--- config.mk ---
export PLATFORM = sky130hd
export DESIGN_NAME = mult_trunc_pipe
export DESIGN_NICKNAME = d
export VERILOG_FILES = /design/src/rtl/mult_trunc_pipe.sv
export SDC_FILE = /design/constraint.sdc
export NUM_CORES = 1
export LEC_CHECK = 0
export BUFFER_PORTS_ARGS = -buffer_cell sky130_fd_sc_hd__buf_2
export CORE_MARGIN = 1.5
export CORE_UTILIZATION = 25
export DETAILED_ROUTE_END_ITERATION = 10
export HOLD_SLACK_MARGIN = 0.12
export SLEW_MARGIN = 30
export SYNTH_ARGS = -nofsm -noshare
export SYNTH_HDL_FRONTEND = slang
export SYNTH_SLANG_ARGS = --single-unit
--- constraint.sdc ---
create_clock -name clk -period 5.4 [get_ports clk]
set_clock_uncertainty 0.05 [all_clocks]
set_input_delay 1.08 -clock clk [delete_from_list [all_inputs] [get_ports clk]]
set_output_delay 1.08 -clock clk [all_outputs]
set_load 0.02 [all_outputs]
--- src/rtl/mult_trunc_pipe.sv ---
// Two-stage pipelined unsigned multiplier with optional truncation of the low product columns.
// Stage 1 masks partial products and Wallace-reduces them to two rows; stage 2 adds them with a prefix adder.
module mult_trunc_pipe #(
    parameter int WIDTH = 7,
    parameter int TRUNC = 5
) (
    input  logic               clk,
    input  logic               rst,
    input  logic               in_valid,
    output logic               in_ready,
    input  logic [WIDTH-1:0]   in_a,
    input  logic [WIDTH-1:0]   in_b,
    input  logic               in_exact,
    output logic               out_valid,
    input  logic               out_ready,
    output logic [2*WIDTH-1:0] out_prod,
    output logic               out_exact
);
    localparam int PW     = 2 * WIDTH;
    localparam int HMAX   = WIDTH + 3;
    localparam int NSTAGE = 10;
    localparam int LVLS   = $clog2(PW);

    logic s2_adv, s1_adv;
    logic s1_valid_q, s1_valid_d;
    logic s1_exact_q, s1_exact_d;
    logic [PW-1:0] s1_row0_q, s1_row0_d;
    logic [PW-1:0] s1_row1_q, s1_row1_d;
    logic s2_valid_q, s2_valid_d;
    logic s2_exact_q, s2_exact_d;
    logic [PW-1:0] s2_prod_q, s2_prod_d;

    logic [PW-1:0][HMAX-1:0] col_bits, nxt_bits;
    int col_h [PW];
    int nxt_h [PW];
    logic busy;
    logic [PW-1:0] row0, row1;

    logic [PW-1:0] gen, prop, grp_g, grp_p, sum;

    // Column heights depend only on parameters, so every loop below folds to fixed adder wiring.
    always_comb begin
        col_bits = '0;
        nxt_bits = '0;
        busy     = 1'b0;
        for (int c = 0; c < PW; c++) begin
            col_h[c] = 0;
            nxt_h[c] = 0;
        end
        for (int i = 0; i < WIDTH; i++) begin
            for (int j = 0; j < WIDTH; j++) begin
                col_bits[i+j][col_h[i+j]] = in_a[i] & in_b[j] & (in_exact | (i + j >= TRUNC));
                col_h[i+j] = col_h[i+j] + 1;
            end
        end
        for (int s = 0; s < NSTAGE; s++) begin
            busy = 1'b0;
            for (int c = 0; c < PW; c++) begin
                if (col_h[c] > 2) busy = 1'b1;
            end
            if (busy) begin
                nxt_bits = '0;
                for (int c = 0; c < PW; c++) nxt_h[c] = 0;
                for (int c = 0; c < PW; c++) begin
                    for (int g = 0; g <= HMAX / 3; g++) begin
                        // Triples become full adders, a leftover pair a half adder, a single bit passes.
                        if (3 * g + 3 <= col_h[c]) begin
                            nxt_bits[c][nxt_h[c]] = col_bits[c][3*g] ^ col_bits[c][3*g+1] ^ col_bits[c][3*g+2];
                            nxt_h[c] = nxt_h[c] + 1;
                            if (c + 1 < PW) begin
                                nxt_bits[c+1][nxt_h[c+1]] = (col_bits[c][3*g] & col_bits[c][3*g+1])
                                                          | (col_bits[c][3*g] & col_bits[c][3*g+2])
                                                          | (col_bits[c][3*g+1] & col_bits[c][3*g+2]);
                                nxt_h[c+1] = nxt_h[c+1] + 1;
                            end
                        end else if (3 * g + 2 == col_h[c]) begin
                            nxt_bits[c][nxt_h[c]] = col_bits[c][3*g] ^ col_bits[c][3*g+1];
                            nxt_h[c] = nxt_h[c] + 1;
                            if (c + 1 < PW) begin
                                nxt_bits[c+1][nxt_h[c+1]] = col_bits[c][3*g] & col_bits[c][3*g+1];
                                nxt_h[c+1] = nxt_h[c+1] + 1;
                            end
                        end else if (3 * g + 1 == col_h[c]) begin
                            nxt_bits[c][nxt_h[c]] = col_bits[c][3*g];
                            nxt_h[c] = nxt_h[c] + 1;
                        end
                    end
                end
                col_bits = nxt_bits;
                for (int c = 0; c < PW; c++) col_h[c] = nxt_h[c];
            end
        end
        for (int c = 0; c < PW; c++) begin
            row0[c] = col_bits[c][0];
            row1[c] = col_bits[c][1];
        end
    end

    // Kogge-Stone prefix over generate/propagate; carry-in is zero.
    always_comb begin
        gen   = s1_row0_q & s1_row1_q;
        prop  = s1_row0_q ^ s1_row1_q;
        grp_g = gen;
        grp_p = prop;
        for (int l = 0; l < LVLS; l++) begin
            for (int i = PW - 1; i >= (1 << l); i--) begin
                grp_g[i] = grp_g[i] | (grp_p[i] & grp_g[i-(1<<l)]);
                grp_p[i] = grp_p[i] & grp_p[i-(1<<l)];
            end
        end
        sum = prop ^ {grp_g[PW-2:0], 1'b0};
    end

    always_comb begin
        s2_adv     = !s2_valid_q || out_ready;
        s1_adv     = !s1_valid_q || s2_adv;
        s1_valid_d = s1_adv ? in_valid : s1_valid_q;
        s1_exact_d = s1_exact_q;
        s1_row0_d  = s1_row0_q;
        s1_row1_d  = s1_row1_q;
        if (s1_adv && in_valid) begin
            s1_exact_d = in_exact;
            s1_row0_d  = row0;
            s1_row1_d  = row1;
        end
        s2_valid_d = s2_adv ? s1_valid_q : s2_valid_q;
        s2_exact_d = s2_exact_q;
        s2_prod_d  = s2_prod_q;
        if (s2_adv && s1_valid_q) begin
            s2_exact_d = s1_exact_q;
            s2_prod_d  = sum;
        end
    end

    always_ff @(posedge clk) begin
        if (rst) begin
            s1_valid_q <= 1'b0;
            s1_exact_q <= 1'b0;
            s1_row0_q  <= '0;
            s1_row1_q  <= '0;
            s2_valid_q <= 1'b0;
            s2_exact_q <= 1'b0;
            s2_prod_q  <= '0;
        end else begin
            s1_valid_q <= s1_valid_d;
            s1_exact_q <= s1_exact_d;
            s1_row0_q  <= s1_row0_d;
            s1_row1_q  <= s1_row1_d;
            s2_valid_q <= s2_valid_d;
            s2_exact_q <= s2_exact_d;
            s2_prod_q  <= s2_prod_d;
        end
    end

    assign in_ready  = s1_adv;
    assign out_valid = s2_valid_q;
    assign out_prod  = s2_prod_q;
    assign out_exact = s2_exact_q;

endmodule

==> results of run 1 <==
-- power breakdown --
group / switching, W / internal [W] / leakage (nW)
Clock: 0.000122 / 0.000219 / 0.0800
Combinational: 0.000133 / 0.0000912 / 1.14
Sequential: 0.0000134 / 0.000326 / 0.334
-- worst paths after layout --
| check | slack [ps] | startpoint | cells past startpoint | end |
|---|---|---|---|---|
| max | 1900 | in_b[6] | 10 | s1_row1_q[7] |
| min | 400 | out_prod[1] | 2 | out_prod[1] |
| max reg2reg | 3490 | s1_row0_q[5] | 8 | out_prod[11] |
| min reg2reg | 400 | out_prod[1] | 2 | out_prod[1] |
-- registers in the layout, summed over array words and instances (netlist names) --
register and count:
out_valid 1, out_prod 14, out_exact 1, s1_row1_q 9, s1_row0_q 14, s1_valid_q 1, s1_exact_q 1
-- layer usage --
metal  share of wire [%]  vias up
met2                  52       24
met4                0.82        0
li1                    -     1183
met1                  43     1162
met5                   0        -
met3                 3.9        6
-- worst max-delay path: cells and delay by family --
| family | cells | cell delay, ps |
|---|---|---|
| buffers and inverters | 3 | 230 |
| AND/OR/NAND/NOR | 2 | 230 |
| AO/OA/AOI/OAI | 1 | 140 |
| adder cells (fa/ha/maj) | 4 | 1980 |
-- cells by family after synthesis --
group | Yosys count | share of synthesized area (%)
adder cells (fa/ha/maj) | 55 | 29.9
XOR/XNOR | 3 | 0.882
AO/OA/AOI/OAI | 55 | 11.8
AND/OR/NAND/NOR | 146 | 22.9
flip-flops | 41 | 27.6
buffers and inverters | 45 | 6.97
-- cell usage after synthesis, types with 4 or more instances --
cell	n
nor2_1	13
nand2_1	83
and2_1	19
ha_1	28
buf_2	4
dfxtp_1	41
fa_1	27
a21oi_1	36
nand3_1	10
and3_1	8
inv_1	31
nand2b_1	4
-- cell type report --
cell class	count	area (sq um)	share of cell area, %
inverter	31	116	3.41
tap	143	179	5.24
clock buffer	5	125	3.67
clock inverter	3	46.3	1.36
multi-input combinational	259	1950	57.1
sequential	41	821	24.0
timing repair buffer	35	175	5.13
-- stage by stage --
| step | hold slack, ps | util [%] | setup slack [ps] |
|---|---|---|---|
| after floorplan | 382 | - | 1880 |
| after global placement | 393 | 28.2 | 1630 |
| after detailed placement | 400 | 28.2 | 1580 |
| after CTS | 408 | 29.6 | 1890 |
| after global routing | 421 | 29.6 | 1810 |
| final | 403 | 29.6 | 1900 |
-- cells in the final DEF, fill, tap and decap left out, types with 2 or more instances in the layout --
cell,synthesis,final
nor4b_1,2,2
and3_1,8,8
fa_1,27,27
buf_2,4,35
xor2_1,2,2
a211oi_2,2,2
dfxtp_1,41,41
nand2b_1,4,4
nor2_1,13,13
clkbuf_16,0,5
ha_1,28,28
nand2_1,83,83
nand3_1,10,10
o211ai_1,2,2
inv_1,31,31
and2_1,19,19
a211oi_1,3,3
a21oi_1,36,36
==> results.json, run 1 <==
{
  "status": "finished, violations left",
  "violations": "design-rule violations",
  "final_cells": 517,
  "cts_buffers": 5,
  "grt_pass1_vias": 2362,
  "gp_congestion": 0.803,
  "end_kind": "flop",
  "grt_max_degree": 45,
  "cts_buffer_depth": 2,
  "first_pass_iters": 7,
  "period_share_pct": 64.9,
  "nFillCells": 1235,
  "async_reset_ff_share_pct": 0,
  "grt_overflow_total": 0,
  "synthCells": 345,
  "synthesis.nets": 419,
  "htree_levels": 2,
  "cts_hold_buf": 0,
  "critPathMaxFanout": 7,
  "syn_avg_cell_area_sq_um": 8.64,
  "powerDensity_mw_per_mm2": 265,
  "slowest_delay_ps": 530,
  "total_power_w": 0.000905,
  "grt.total_usage_pct": 10.7,
  "wl_per_cell_um": 12.0,
  "postCtsSetupRepairBufs": 0,
  "required_ps": 5570,
  "cts.clk_slew.worst_paths_ps": 60,
  "drt_iter0_drc": 108,
  "route.detailed.drc": 2,
  "synth.largest_area_cell": "dfxtp_1",
  "wl_um": 6190,
  "fmax_mhz": 286,
  "cp_data_arrival_time_ps": 3670,
  "design_area_sq_mm": 0.00341,
  "grt_busiest_layer": "met2",
  "synth_top_area_share_pct": 27.6,
  "use_met2_pct": 20.1,
  "dp_cells": 509,
  "synth_cell_types": 41,
  "die_y_um": 112,
  "timing.setup.tns_ps": 0,
  "rsz0062_at_grt": "no",
  "io_buffers": 35,
  "yosysSeqAreaShare_pct": 27.6,
  "maxSlewHeadroom_pct": 44.1,
  "viasPerCell": 4.59,
  "place_area_sq_mm": 0.00324,
  "worstPathCellList": "buf_2 > and2_1 > fa_1 > inv_1 > fa_1 > inv_1 > fa_1 > fa_1 > nand2_1 > a21oi_1",
  "start_util_pct": 25.9,
  "critPathSlowestCell": "fa_1",
  "hpwlAfterDp_um": 4930,
  "root_buffer": "clkbuf_16",
  "diodes": 0,
  "nets": 447,
  "hp-class": "reg -> reg",
  "clock_insertion_delay_worst_skew_ps": 290,
  "grt_pass1_wl_um": 11000,
  "path_class": "in -> reg",
  "yosys-top-cells-area": "dfxtp_1 28%, fa_1 18%, ha_1 12%",
  "cap_violations": 0,
  "clock-sinks": 41,
  "grt.met3_usage_pct": 2.92,
  "antenna_found_initial": 0,
  "use_met1_pct": 12.3,
  "coreArea_sq_mm": 0.0115,
  "yosys_warnings": 0,
  "fp.dieW_um": 112,
  "critPathLaunchType": "input pin",
  "cts_tree": "built",
  "num_rows": 39,
  "p_leak_nw": 1.55,
  "peakVddDrop_v": 0.000161,
  "synth-edff-count": 0,
  "dieArea_sq_mm": 0.0126,
  "netlist_area_sq_mm": 0.00298,
  "io_pins": 36,
  "worstMarginPinSlew_ps": 839,
  "drive_gt1_share_pct": 13.9,
  "ant_nets": 0,
  "ys_ff_latch": 41,
  "finalCriticalPeriod_ps": 3500,
  "drv_slew": 0,
  "ys.flop_type": "dfxtp_1",
  "finalHoldViolCount": 0,
  "area_growth_pct": 14.6,
  "cts_resized": 0,
  "finalSetupViolCount": 0,
  "cpMostUsedCell": "fa_1",
  "vias": 2375
}
Note: power is estimated with default switching activity, not from simulation.
==> inputs of run 2 (changes only) <==
Settings changed: ABC_AREA from default to 1.
Clock period 5.4 ns to 3.45 ns, I/O delays scaled along.
==> results.json, run 2 <==
{
  "async_reset_ff_share_pct": 0,
  "die_y_um": 113,
  "synth_cell_types": 24,
  "wl_um": 6250,
  "yosys-top-cells-area": "dfxtp_1 27%, fa_1 18%, ha_1 12%",
  "cap_violations": 0,
  "grt_pass1_wl_um": 11200,
  "slowest_delay_ps": 540,
  "clock-sinks": 41,
  "hp-class": "reg -> reg",
  "worstRegToRegCells": 10,
  "netlist_area_sq_mm": 0.00302,
  "finalCriticalPeriod_ps": 3090,
  "cts.clk_slew.worst_paths_ps": 60,
  "io_buffers": 35,
  "end_kind": "flop",
  "area_growth_pct": 15.2,
  "rrSetupSlack_ps": 1690,
  "layout_setup_ws_ps": 363,
  "coreArea_sq_mm": 0.0116,
  "fmax_mhz": 324,
  "timing.setup.tns_ps": 0,
  "start_util_pct": 26.0,
  "dp_cells": 566,
  "first_pass_iters": 4,
  "required_ps": 3610,
  "maxSlewHeadroom_pct": 45.3,
  "dieArea_sq_mm": 0.0127,
  "critPathSlowestCell": "fa_1",
  "critPathMaxFanout": 7,
  "clock_insertion_delay_worst_skew_ps": 280,
  "gp_congestion": 0.828,
  "io_pins": 36,
  "viasPerCell": 4.26,
  "worstMarginPinSlew_ps": 820,
  "cts_hold_buf": 0,
  "drive_gt1_share_pct": 11.4,
  "holdPathStages": 2,
  "critPathLaunchType": "input pin",
  "peakVddDrop_v": 0.000175,
  "vias": 2447,
  "grt_pass1_vias": 2441,
  "wl_per_cell_um": 10.9,
  "num_rows": 39,
  "finalHoldViolCount": 0,
  "cts_buffers": 5,
  "fp.dieW_um": 113,
  "synthCells": 397,
  "p_leak_nw": 1.90,
  "syn_avg_cell_area_sq_um": 7.61,
  "ys.flop_type": "dfxtp_1",
  "yosysSeqAreaShare_pct": 27.2,
  "final_cells": 574,
  "grt_overflow_total": 0,
  "ys_ff_latch": 41,
  "antenna_found_initial": 0,
  "cts_buffer_depth": 2,
  "grt.total_usage_pct": 10.8,
  "powerDensity_mw_per_mm2": 427,
  "worstPathCellList": "buf_2 > nand2_1 > fa_1 > inv_1 > fa_1 > fa_1 > fa_1 > o21ai_0 > nor2_1",
  "diodes": 0,
  "yosys_warnings": 0,
  "design_area_sq_mm": 0.00348,
  "status": "completed",
  "period_share_pct": 89.5,
  "cts_tree": "built",
  "htree_levels": 2,
  "cpMostUsedCell": "fa_1",
  "root_buffer": "clkbuf_16",
  "synth.largest_area_cell": "dfxtp_1",
  "route.detailed.drc": 0,
  "grt_max_degree": 36,
  "synthesis.nets": 471,
  "drt_iter0_drc": 89,
  "dp_worst_setup_slack_ps": 42.6,
  "synth-edff-count": 0,
  "synth_top_area_share_pct": 27.2,
  "cp_data_arrival_time_ps": 3250,
  "mostFrequentLayoutCells": "74 x inv_1, 74 x nor2_1, 68 x nand2_1",
  "ant_nets": 0,
  "cts_resized": 0,
  "drv_slew": 0,
  "synth_common_cells": "74 x inv_1, 74 x nor2_1, 68 x nand2_1",
  "nets": 504,
  "place_area_sq_mm": 0.00330,
  "finalSetupViolCount": 0,
  "postCtsSetupRepairBufs": 0,
  "hpwlAfterDp_um": 4970,
  "path_class": "in -> reg",
  "rsz0062_at_grt": "no"
}
==> run 2: cell count changes after synthesis, moves of 3 or more <==
cell      delta
nor2_1      +61
inv_1       +43
o21ai_0     +33
a21oi_1     -22
and2_1      -19
nand2_1     -15
and3_1       -8
nand2b_1     -4
a211oi_1     -3
buf_2        -3
==> run 2: through the flow <==
step / hold slack [ps] / power (W) / util [%]
after global routing: 448 / 0.00160 / 30.0
final: 425 / 0.00148 / 30.0
after detailed placement: 411 / 0.000951 / 28.4
after CTS: 419 / 0.00150 / 30.0
after floorplan: 379 / 0.000841 / -
after global placement: 398 / 0.000942 / 28.4
==> run 2: power breakdown <==
part	leakage, nW	switching [W]	internal (W)
clock network	0.0831	0.000182	0.000361
registers	0.339	0.0000240	0.000518
logic	1.48	0.000244	0.000156
==> run 2: final cells by class <==
class / instances / area (sq um)
timing repair buffer: 35 / 175
multi-input combinational: 271 / 1840
inverter: 76 / 285
sequential: 41 / 821
clock buffer: 6 / 139
fill: 1283 / 8130
tap: 143 / 179
clock inverter: 2 / 37.5
==> run 2: kinds of logic after synthesis <==
family                     after synthesis  synth area share [%]
AOI/OAI and AO/OA                       51                  8.45
DFF                                     41                  27.2
and+or+nand+nor                        161                  21.9
xor gates and xnor gates                 4                  1.16
buffers and inverters                   85                  11.8
adders and majority gates               55                  29.5
==> run 2: metal layers <==
layer  track usage [%]  routed length (um)
met1              15.2                3330
met2              16.5                2580
met3              1.87                 251
met4              4.33                  91
met5                 0                   0
==> run 2: worst max-delay path, delay by kind of cell <==
kind | cells | cell delay (ps)
and+or+nand+nor | 2 | 240
buffers and inverters | 2 | 200
AOI/OAI and AO/OA | 1 | 80
adders and majority gates | 4 | 2040
==> run 2: path summary, 6_finish.rpt <==
check	start	to
setup / recovery	in_b[6]	s1_row1_q[7]
hold reg to reg	s1_row0_q[0]	s1_row0_q[0]
setup reg to reg	s1_row0_q[5]	out_prod[9]
hold / removal	s1_row0_q[0]	s1_row0_q[0]
